<file path="src/rtl/timer_dev.sv">
// Programmable down-counting timer on the system bus.
// It supports one-shot and auto-reload modes. IRQ is a maskable, level-held interrupt.
module timer_dev (
    input  logic        clk,
    input  logic        rst,
    input  logic [1:0]  Addr,
    input  logic        We,
    input  logic [31:0] Din,
    output logic [31:0] Dout,
    output logic        IRQ
);

    typedef enum logic [1:0] {StIdle, StLoad, StCnt, StInt} state_e;

    state_e      state_q, state_d;
    logic        enable_q, enable_d;
    logic [1:0]  mode_q, mode_d;
    logic        im_q, im_d;
    logic [31:0] preset_q, preset_d;
    logic [31:0] count_q, count_d;
    logic        irq_flag_q, irq_flag_d;

    logic wr_ctrl;
    logic wr_preset;
    logic auto_reload;
    logic disable_wr;

    assign wr_ctrl     = We && (Addr == 2'd0);
    assign wr_preset   = We && (Addr == 2'd1);
    assign auto_reload = (mode_q == 2'b01);
    // A CTRL write that clears Enable also aborts an expiry that would happen on the same edge.
    assign disable_wr  = wr_ctrl && !Din[0];

    // Next-state and COUNT update for the timer sequencer.
    always_comb begin
        state_d = state_q;
        count_d = count_q;
        unique case (state_q)
            StIdle: begin
                if (enable_q) state_d = StLoad;
            end
            StLoad: begin
                count_d = preset_q;
                state_d = StCnt;
            end
            StCnt: begin
                if (!enable_q) begin
                    state_d = StIdle;
                end else if (count_q > 32'd1) begin
                    count_d = count_q - 32'd1;
                end else begin
                    // COUNT is 1 or 0 here (0 when PRESET was 0); it never wraps.
                    count_d = 32'd0;
                    state_d = disable_wr ? StIdle : StInt;
                end
            end
            StInt: begin
                state_d = auto_reload ? StLoad : StIdle;
            end
            default: state_d = StIdle;
        endcase
    end

    // Software-visible registers and the interrupt flag. Software writes win over hardware updates.
    always_comb begin
        enable_d   = enable_q;
        mode_d     = mode_q;
        im_d       = im_q;
        preset_d   = preset_q;
        irq_flag_d = irq_flag_q;

        if (wr_ctrl) begin
            enable_d = Din[0];
            mode_d   = Din[2:1];
            im_d     = Din[3];
        end else if ((state_q == StInt) && !auto_reload) begin
            enable_d = 1'b0;
        end

        if (wr_preset) preset_d = Din;

        if (wr_ctrl || wr_preset) begin
            irq_flag_d = 1'b0;
        end else if (state_q == StInt) begin
            irq_flag_d = 1'b1;
        end else if (auto_reload) begin
            // In auto-reload mode the flag is a single-cycle pulse.
            irq_flag_d = 1'b0;
        end
    end

    // State registers with asynchronous reset.
    always_ff @(posedge clk or posedge rst) begin
        if (rst) begin
            state_q    <= StIdle;
            enable_q   <= 1'b0;
            mode_q     <= 2'b00;
            im_q       <= 1'b0;
            preset_q   <= 32'd0;
            count_q    <= 32'd0;
            irq_flag_q <= 1'b0;
        end else begin
            state_q    <= state_d;
            enable_q   <= enable_d;
            mode_q     <= mode_d;
            im_q       <= im_d;
            preset_q   <= preset_d;
            count_q    <= count_d;
            irq_flag_q <= irq_flag_d;
        end
    end

    // Combinational read mux. A read in the same cycle as a write sees the old value.
    always_comb begin
        Dout = 32'd0;
        unique case (Addr)
            2'd0:    Dout = {28'd0, im_q, mode_q, enable_q};
            2'd1:    Dout = preset_q;
            2'd2:    Dout = count_q;
            default: Dout = 32'd0;
        endcase
    end

    assign IRQ = irq_flag_q & im_q;

endmodule

</file>
<file path="config.mk">
export PLATFORM = sky130hd
export DESIGN_NAME = timer_dev
export DESIGN_NICKNAME = d
export VERILOG_FILES = /design/src/rtl/timer_dev.sv
export SDC_FILE = /design/constraint.sdc
export NUM_CORES = 1
export LEC_CHECK = 0
export ABC_AREA = 1
export ABC_CLOCK_PERIOD_IN_PS = 2550
export BUFFER_PORTS_ARGS = -buffer_cell sky130_fd_sc_hd__buf_4
export CORE_MARGIN = 1
export CORE_UTILIZATION = 30
export DETAILED_ROUTE_END_ITERATION = 6
export GPL_TIMING_DRIVEN = 0
export SYNTH_ARGS = -nofsm -noshare
export SYNTH_HDL_FRONTEND = slang
export SYNTH_SLANG_ARGS = --single-unit
</file>
<file path="constraint.sdc">
create_clock -name clk -period 2.55 [get_ports clk]
set_input_delay 0.1275 -clock clk [delete_from_list [all_inputs] [get_ports clk]]
set_output_delay 0.1275 -clock clk [all_outputs]
set_load 0.05 [all_outputs]
</file>
* After elaboration in Yosys (flattened, before gate mapping)
Index checks and enable logic that the tools add are counted.
Storage, ports and cells: input bits 37, register bits 71
Operators by class: bitwise gates (word level) 1, equal/unequal tests 9, add/subtract/negate cells 1, reduce and logical (&&, ||, !) cells 14, $lt $le $gt $ge 1, muxes and demuxes 15
Operator list (count):
- case mux 32 bit (3 select lines) | 1
- 2-to-1 mux 32 bit | 2
- case mux 32 bit (2 select lines) | 1
- > comparator 32 x 1 -> 1 bit, second input constant | 1
- subtractor 32 x 1 -> 32 bit, second input constant | 1
- 2-to-1 mux 2 bit | 4
- case mux 2 bit (4 select lines) | 1
- equality test 2 x 1 -> 1 bit, second input constant | 3
- equality test 2 bit, second input constant | 3
- 2-to-1 mux 1 bit | 6
- logical AND 1 bit | 4
- logical NOT 2 bit | 2
- inequality test 2 bit, second input constant | 2
- AND reduction 2 bit | 2
- nonzero test 2 bit | 2
- inequality test 3 bit, second input constant | 1
- nonzero test 3 bit | 1
- logical NOT 1 bit | 2
- AND 1 bit | 1
- logical OR 1 bit | 1

* Longest topological paths before layout
Gate-level depths: netlist (run 1).
depth in word-level cells 7, gate-level depth with buffers 10, mapped depth without buffers 10

* Worst setup path after synthesis (run 1)
Ideal clock, no wire load.
kind input port to output port, from input Addr[0], to output Dout[25], path slack 0.787 ns, buffers on the path 1, stages 4, arrival 1.635 ns, cell sequence inv_1 nand2_1 clkbuf_1 o21ai_0
On the way: longest elaborated chain between the ends 2
RTL lines:
- start: declaration | line 6 | input logic [1:0] Addr,
- equality test 2 bit (tied with other cells) | line 116 | unique case (Addr)
- case mux 32 bit (3 select lines) * | line 116
- end: declaration | line 9 | output logic [31:0] Dout,
Every way passes the cells marked *; elsewhere a longest branch is shown, timed or not.

* Final worst setup path (run 1)
from input Addr[0], to output Dout[4]
The elaborated chain is that of the path after synthesis.

==> results.yml, run 1 <==
timing:
  skew_ns: 0.00703
  setup_viol: 0
  worst_hold_slack_ns: 0.0128
  min_period_over_period_pct: 74.9
  postLayoutSetupSlackWorst_ns: 0.640
  layout_min_cycle_time_ns: 1.91
  rsz0062_at_grt: "false"
  max_freq_mhz: 524
  slew_viol_final: 0
  tns_ns: 0
  final_hold_viol_count: 0
  relSlewSlack_pct: 49.8
  tightest_slew_ns: 0.753
die:
  die_h_um: 123
  start_util_pct: 31.2
  core_um2: 14000
  ioPinCount: 70
  die_area_um2: 15100
  row_count: 43
  die_w_um: 123
power_and_ir_drop:
  peakVddDrop_mv: 0.383
  total_power_mw: 5.64
  p_leak_nw: 2.47
  power.density_nw_per_um2: 1030
  power.internal_mw: 3.12
  p_seq_share_pct: 33.7
  pwr-share-comb_pct: 43.4
  power.share.clock_pct: 22.8
  power_switching_share_pct: 44.6
  p_switching_mw: 2.52
logic_synthesis:
  yosysWarningCount: 0
  syn_inst: 600
  synth_top_area_share_pct: 40.6
  synth_area_leader_cell: "dfrtp_1"
  syn-cell-area_um2: 4380
  netlist-cell-type-count: 34
  synthFlopType: "dfrtp_1"
  async_reset_ff_share_pct: 100
  synth_area_leaders: "dfrtp_1, nor2_1, nand2_1, o21ai_0, inv_1"
  syn_area_per_cell_um2: 7.29
  synth_seq_cells: 71
  synth_edf_count: 0
  syn-num-nets: 639
  yosysSeqAreaShare_pct: 40.6
clocking:
  clk_pin_slew_worst_paths_ns: 0.06
  cts_made_buffers: 9
  cts_hold_buffers: 2
  clock_sinks: 71
  cts_setup_buffers: 0
  htreeDepth: 3
  cts_tree: "built"
  clock_latency_ns: 0.35
  clockBufferDepth: 2
  cts_resized: 0
  root_buffer: "clkbuf_16"
critical_path:
  crit_fanout: 10
  worstSetupPathType: "primary input to primary output"
  cp-end-kind: "primary output"
  cpPeakStageDelay_ns: 0.39
  path_common_cell: "buf_4"
  slowest_stage: "clkbuf_1"
  critPathBufInv: 5
  crit_family: "buffers and inverters"
  cp_data_required_time_ns: 2.42
  critical_path_arrival_ns: 1.78
  startpoint_type: "primary input"
  crit_chain: "buf_4 -> inv_1 -> nor2_4 -> clkinv_1 -> clkbuf_1 -> o22ai_1 -> buf_4"
job:
  maxCapViolations: 0
routing:
  drc: 0
  via_per_inst: 4.86
  firstDrtPassIters: 5
  vias: 4217
  wirelength_um: 13300
  drt_iter0_drc: 285
  ant_nets: 0
  wl_per_cell_um: 15.4
placed_design:
  place_ws_ns: 0.602
  dp_hpwl_um: 9960
  dpl.cell_count: 850
  place_congestion: 0.933
  portBuffers: 69
grt:
  grtUsageMet2_pct: 30.6
  grt_max_degree: 52
  grt_pass1_wl_um: 21700
  antenna_found_initial: 0
  grtUsageMet3_pct: 4.93
  grt_pass1_vias: 4288
  top_usage_layer: "met2"
  grt_use_total_pct: 19.2
  overflow: 0
  met1_usage_pct: 25.2
finish:
  drive_above_1_share_pct: 20.8
  n_fill_cell: 1487
  fin_nets: 722
  antenna_cells: 0
  fin_cells: 867
  synthToLayoutAreaGrowth_pct: 25.0
status:
  status: "finished clean"
min_path:
  hp-class: "primary input to flop"
layer usage:
metal | routed length, um | share of wire [%]
met1 | 6320 | 47
met2 | 6140 | 46
met3 | 626 | 4.7
met4 | 242 | 1.8
met5 | 0 | 0
cell usage in the layout (no fill, tap or decap), drive strengths merged:
master	count
nor2	120
nand2	106
buf	79
inv	77
dfrtp	71
o21ai	70
a21oi	50
nand3	36
clkbuf	25
o22ai	18
mux2	11
xor2	4
o211ai	3
nand4	2
nor3	2
o221ai	2
ha	2
dlygate4sd3	2
clkinv	2
nand3b	1
and2	1
o21bai	1
clkinvlp	1
bufinv	1
final timing paths:
| path | to | from | cells after the start | slack, ns |
|---|---|---|---|---|
| min in group asynchronous | preset_q[7]$_DFFE_PP0P_ | rst | 3 | 0.29 |
| min reg2reg | mode_q[0]$_DFFE_PP0P_ | mode_q[0]$_DFFE_PP0P_ | 2 | 0.48 |
| max in group asynchronous | preset_q[29]$_DFFE_PP0P_ | rst | 4 | 1.69 |
| min | preset_q[24]$_DFFE_PP0P_ | Din[24] | 2 | 0.01 |
| max | Dout[4] | Addr[0] | 7 | 0.64 |
| max reg2reg | count_q[31]$_DFFE_PP0P_ | count_q[0]$_DFFE_PP0P_ | 10 | 0.71 |
layout make-up:
type / count / area [um2] / area share (%)
multi-input combinational: 429 / 2200 / 40.2
sequential: 71 / 1780 / 32.5
timing repair buffer: 72 / 566 / 10.3
inverter: 78 / 295 / 5.40
clock buffer: 12 / 256 / 4.69
tap: 180 / 225 / 4.12
buffer: 22 / 110 / 2.01
clock inverter: 3 / 42.5 / 0.778
state kept, by name, summed over array words and instances, names as in the netlist:
register,flops
im_q,1
enable_q,1
state_q,2
preset_q,32
irq_flag_q,1
mode_q,2
count_q,32
stage by stage:
stage          cell area (um2)  utilization [%]
2_1_floorplan             4380                -
3_3_place_gp              5120             36.5
3_5_place_dp              5150             36.7
4_1_cts                   5470             38.9
5_1_grt                   5470             38.9
6_report                  5470             38.9
cell usage after synthesis (4+ instances only):
master and number:
nand3_2 18, o21ai_1 5, dfrtp_1 71, a21oi_1 48, nor2_4 4, nor2_1 107
inv_1 75, nand3_1 18, nor2_2 8, nand2_1 102, mux2_2 10, xor2_1 4
buf_2 4, clkbuf_1 13, o21ai_0 63, o22ai_1 18
power by group through the flow:
stage | logic [mW] | registers (mW) | clock network, mW
CTS | 2.46 | 1.90 | 1.32
global route | 2.73 | 1.96 | 1.37
detailed placement | 2.46 | 1.91 | 0
global placement | 2.42 | 1.91 | 0
floorplan | 1.84 | 1.80 | 0
finish | 2.45 | 1.90 | 1.29
cells by family after synthesis:
kind of cell	share of synthesized area, %
and+or+nand+nor	28.3
AOI/OAI and AO/OA	17.7
buffers and inverters	9.21
DFF	40.6
muxes	2.83
xor gates and xnor gates	0.801
adders and majority gates	0.572
(Power assumes the default switching activity.)
==> run 2, diff against run 1 <==
ABC_CLOCK_PERIOD_IN_PS = 1700   (was 2550)
clock period = 1.7 ns   (was 2.55 ns; I/O delays follow)
==> results.yml, run 2 (synthesis gave the netlist of run 1 again) <==
status:
  status: "finished clean"
placed_design:
  dpl.cell_count: 851
  portBuffers: 69
  place_ws_ns: -0.168
  dpl_cell_area_um2: 5160
  dp_hpwl_um: 10100
  place_congestion: 0.914
power_and_ir_drop:
  power.internal_mw: 5.24
  p_leak_nw: 2.76
  total_power_mw: 9.53
  pwr-share-comb_pct: 48.8
  power.density_nw_per_um2: 1530
  p_switching_mw: 4.29
  p_seq_share_pct: 31.0
  power_switching_share_pct: 45.1
  peakVddDrop_mv: 0.659
  power.share.clock_pct: 20.2
clocking:
  cts_made_buffers: 9
  clock_latency_ns: 0.35
  root_buffer: "clkbuf_16"
  clk_pin_slew_worst_paths_ns: 0.06
  htreeDepth: 3
  clock_sinks: 71
  cts_tree: "built"
  clockBufferDepth: 2
critical_path:
  slowest_stage: "dfrtp_1"
  worstSetupPathType: "flop to flop"
  critPathBufInv: 1
  crit_family: "simple AND/OR/NAND/NOR gates"
  crit_fanout: 5
  cpPeakStageDelay_ns: 0.45
  critical_path_arrival_ns: 1.91
  startpoint_type: "flop"
  crit_chain: "nor2_2 -> nand2_2 -> nand3b_1 -> nor2_4 -> nor2_8 -> clkbuf_16 -> o21ai_2 -> a21oi_1"
  cp-end-kind: "flop"
  cp_data_required_time_ns: 1.93
finish:
  final_cell_mix: "nor2_1, nand2_1, buf_4, inv_1, o21ai_0"
  fin_cells: 915
  final_area_um2: 6250
  final_common_cell: "nor2_1"
  n_fill_cell: 1432
  synthToLayoutAreaGrowth_pct: 42.8
  fin_util_pct: 44.5
  reg_top3: "count_q: 32 flops, preset_q: 32 flops"
  drive_above_1_share_pct: 32.2
  antenna_cells: 0
  fin_nets: 769
timing:
  postLayoutSetupSlackWorst_ns: 0.0145
  slew_viol_final: 0
  setup_viol: 0
  min_period_over_period_pct: 99.1
  skew_ns: 0.00501
  tightest_slew_ns: 0.762
  worst_hold_slack_ns: 0.00785
  relSlewSlack_pct: 49.2
  final_hold_viol_count: 0
  max_freq_mhz: 593
  tns_ns: 0
  rsz0062_at_grt: "true"
  layout_min_cycle_time_ns: 1.69
job:
  maxCapViolations: 0
die:
  ioPinCount: 70
  die_w_um: 123
  die_h_um: 123
  core_um2: 14000
  row_count: 43
  start_util_pct: 31.2
  die_area_um2: 15100
min_path:
  hp-class: "primary input to flop"
routing:
  via_per_inst: 4.92
  dr_wl_met3_um: 748
  drt_iter0_drc: 188
  vias: 4503
  wl_met2_um: 6660
  wl_per_cell_um: 15.6
  ant_nets: 0
  wirelength_um: 14300
  top_layer_used: "met4"
  met1_length_um: 6580
  drc: 0
  firstDrtPassIters: 5
grt:
  antenna_found_initial: 0
  grt_max_degree: 33
  grt_use_total_pct: 19.7
  overflow: 0
  grt_pass1_wl_um: 22300
  grt_pass1_vias: 4356
==> run 2: worst paths after layout <==
| check | from | slack (ns) | to | cells after the start |
|---|---|---|---|---|
| min reg2reg | mode_q[0]$_DFFE_PP0P_ | 0.49 | mode_q[0]$_DFFE_PP0P_ | 2 |
| max reg2reg | count_q[7]$_DFFE_PP0P_ | 0.01 | count_q[2]$_DFFE_PP0P_ | 8 |
| min in group asynchronous | rst | 0.31 | preset_q[7]$_DFFE_PP0P_ | 3 |
| min | Din[17] | 0.008 | preset_q[17]$_DFFE_PP0P_ | 3 |
| max in group asynchronous | rst | 0.66 | count_q[24]$_DFFE_PP0P_ | 5 |
| max | count_q[7]$_DFFE_PP0P_ | 0.01 | count_q[2]$_DFFE_PP0P_ | 8 |
==> run 2: power by group through the flow <==
stage / logic (mW) / clock network, mW / registers [mW]
CTS: 3.84 / 1.95 / 2.85
detailed placement: 3.69 / 0 / 2.87
global route: 5.10 / 2.01 / 3.04
finish: 4.66 / 1.92 / 2.95
global placement: 3.63 / 0 / 2.86
floorplan: 2.76 / 0 / 2.70
==> run 2: cell type report <==
type                            instances  area [um2]  share of cell area, %
Timing Repair Buffer                  118        1030                   16.5
Clock buffer                           12         246                   3.94
Tap cell                              180         225                   3.60
Buffer                                 22         136                   2.18
Multi-Input combinational cell        430        2470                   39.6
Inverter                               78         298                   4.76
Sequential cell                        71        1800                   28.7
Clock inverter                          4        45.0                  0.721
==> run 2: worst min-delay path: cells and delay by family <==
kind,cells,cell delay (ns)
AND/OR/NAND/NOR,1,0.03
AO/OA/AOI/OAI,1,0.11
buffers and inverters,1,0.08
==> run 2: repair_timing <==
item	4_1_cts	5_1_grt
hold buffers	27	0
endpoints found under the hold margin	43	0
endpoints found under the setup margin	41	38
resized for setup	11	92
pin swaps	0	16
gates cloned	0	4
buffers inserted	0	17
==> run 2: layer usage <==
layer / vias to the layer above / GRT usage (%)
met5: - / 0
met4: 0 / 9.53
met1: 2134 / 26.3
met2: 130 / 30.9
met3: 20 / 3.25
li1: 2219 / -
==> run 3, diff against run 2 <==
ABC_AREA = not set   (was 1)
==> results.yml, run 3 <==
routing:
  firstDrtPassIters: 6
  wirelength_um: 14000
  drc: 0
  drt_iter0_drc: 268
  via_per_inst: 5.64
  ant_nets: 0
  wl_per_cell_um: 19.4
  vias: 4076
clocking:
  htreeDepth: 3
  cts_made_buffers: 9
  cts_tree: "built"
  clockBufferDepth: 2
  clock_latency_ns: 0.35
  clk_pin_slew_worst_paths_ns: 0.06
  clock_sinks: 71
  root_buffer: "clkbuf_16"
logic_synthesis:
  netlist-cell-type-count: 52
  yosysSeqAreaShare_pct: 44.8
  async_reset_ff_share_pct: 100
  synthFlopType: "dfrtp_1"
  synth_edf_count: 0
  yosysWarningCount: 0
  synth_area_leader_cell: "dfrtp_1"
  syn-cell-area_um2: 3960
  syn_area_per_cell_um2: 10.2
  syn-num-nets: 427
  yosysMostFrequentCell: "dfrtp_1"
  synth.top_cells.by_count: "dfrtp_1, mux2_2, a22o_1, nand3_1, nand2_1"
  synth_top_area_share_pct: 44.8
  synth_area_leaders: "dfrtp_1, mux2_2, a22o_1, nand3_1, a22oi_1"
  syn_inst: 388
  synth_seq_cells: 71
timing:
  setup_viol: 34
  postLayoutSetupSlackWorst_ns: -0.690
  min_period_over_period_pct: 141
  worst_hold_slack_ns: 0.109
  slew_viol_final: 0
  relSlewSlack_pct: 46.1
  final_hold_viol_count: 0
  tns_ns: -13.26
  max_freq_mhz: 418
  rsz0062_at_grt: "true"
  skew_ns: 0.00629
  layout_min_cycle_time_ns: 2.39
  tightest_slew_ns: 0.807
power_and_ir_drop:
  peakVddDrop_mv: 0.647
  power.density_nw_per_um2: 1570
  p_leak_nw: 2.60
  total_power_mw: 9.94
finish:
  fin_util_pct: 49.5
  reg_top3: "count_q: 32 flops, preset_q: 32 flops"
  final_cell_mix: "buf_4, dfrtp_1, mux2_2, dlygate4sd3_1, a22o_1"
  synthToLayoutAreaGrowth_pct: 59.4
  fin_nets: 585
  final_common_cell: "buf_4"
  drive_above_1_share_pct: 48.1
  antenna_cells: 0
status:
  status: "finished with violations"
  violations: "negative setup slack"
critical_path:
  cp_data_required_time_ns: 1.95
  reg2reg_from: "count_q[5]$_DFFE_PP0P_"
  worstSetupPathType: "flop to flop"
  crit_fanout: 9
  cp-end-kind: "flop"
  cp-startpoint: "count_q[5]$_DFFE_PP0P_"
  critical_path_arrival_ns: 2.64
  startpoint_type: "flop"
placed_design:
  place_congestion: 0.873
  dp_hpwl_um: 8660
  place_ws_ns: -0.948
  portBuffers: 68
grt:
  grt_pass1_wl_um: 21400
  grt_use_total_pct: 21.0
  antenna_found_initial: 0
  overflow: 0
  grt_pass1_vias: 3957
  grt_max_degree: 38
min_path:
  hp-class: "primary input to flop"
  hold_path.startpoint: "We"
die:
  die_w_um: 117
  ioPinCount: 70
  start_util_pct: 31.0
  die_area_um2: 13700
  die_h_um: 117
  core_um2: 12800
  row_count: 41
job:
  maxCapViolations: 0
[run 3: cell types whose count changed in the layout (fill, tap and decap cells not counted), sizes merged, moves of 15 or more]
cell,change
nor2,-111
nand2,-77
inv,-72
o21ai,-56
a21oi,-43
buf,+31
a22o,+29
mux2,+24
a22oi,+18
o22ai,-16
o311ai,+15
[run 3: repair_timing]
item,4_1_cts,5_1_grt
hold buffers,33,0
hold endpoints to repair,70,0
gates resized for setup,63,56
endpoints found under the setup margin,64,58
cloned,2,0
pin swaps,18,15
setup buffers,34,16
[run 3: worst paths after layout]
kind	end	slack (ns)	depth (start not counted)
worst max register to register	count_q[18]$_DFFE_PP0P_	-0.69	5
worst min register to register	im_q$_DFFE_PP0P_	0.52	1
worst max-delay path	count_q[18]$_DFFE_PP0P_	-0.69	5
worst min-delay path	irq_flag_q$_DFFE_PP0P_	0.11	3
max in group asynchronous	count_q[16]$_DFFE_PP0P_	0.61	4
min in group asynchronous	count_q[2]$_DFFE_PP0P_	0.45	3
[run 3: metrics by stage]
step	std cells	instance area, um2
final	723	6320
after global routing	723	6320
after CTS	709	5950
after detailed placement	629	4840
after global placement	628	4820
after floorplan	388	4100
[run 3: area by class of cell]
type	count	area, um2
buffer	23	141
inverter	5	22.5
fill	1151	6450
clock inverter	6	46.3
clock buffer	10	239
tap	172	215
sequential	71	1790
timing repair buffer	153	1360
multi-input combinational	283	2510
[run 3: critical path, stage by stage, from the launching register on]
cell and delay, ns:
dfrtp_2 0.47, or4_4 0.60, or4_4 0.50, buf_6 0.16, or3_4 0.33, o311ai_1 0.23
[run 3: power by group]
part / switching, mW / total (mW) / internal [mW]
logic: 2.68 / 4.94 / 2.26
clock network: 0.769 / 1.80 / 1.03
registers: 0.899 / 3.20 / 2.30
[run 3: kinds of logic after synthesis]
group	Yosys count	synth area share [%]
DFF	71	44.8
muxes	39	11.0
adders and majority gates	2	0.631
buffers and inverters	35	3.72
and+or+nand+nor	131	18.5
AOI/OAI and AO/OA	110	21.4
[run 3: metal layers]
layer	global-route usage (%)	part of all wire, %	up-vias	routed length, um
li1	-	-	1837	-
met1	27.6	44	2002	6120
met2	33.3	46	191	6460
met3	4.99	7.1	46	998
met4	8.86	2.9	0	405
met5	0	0	-	0
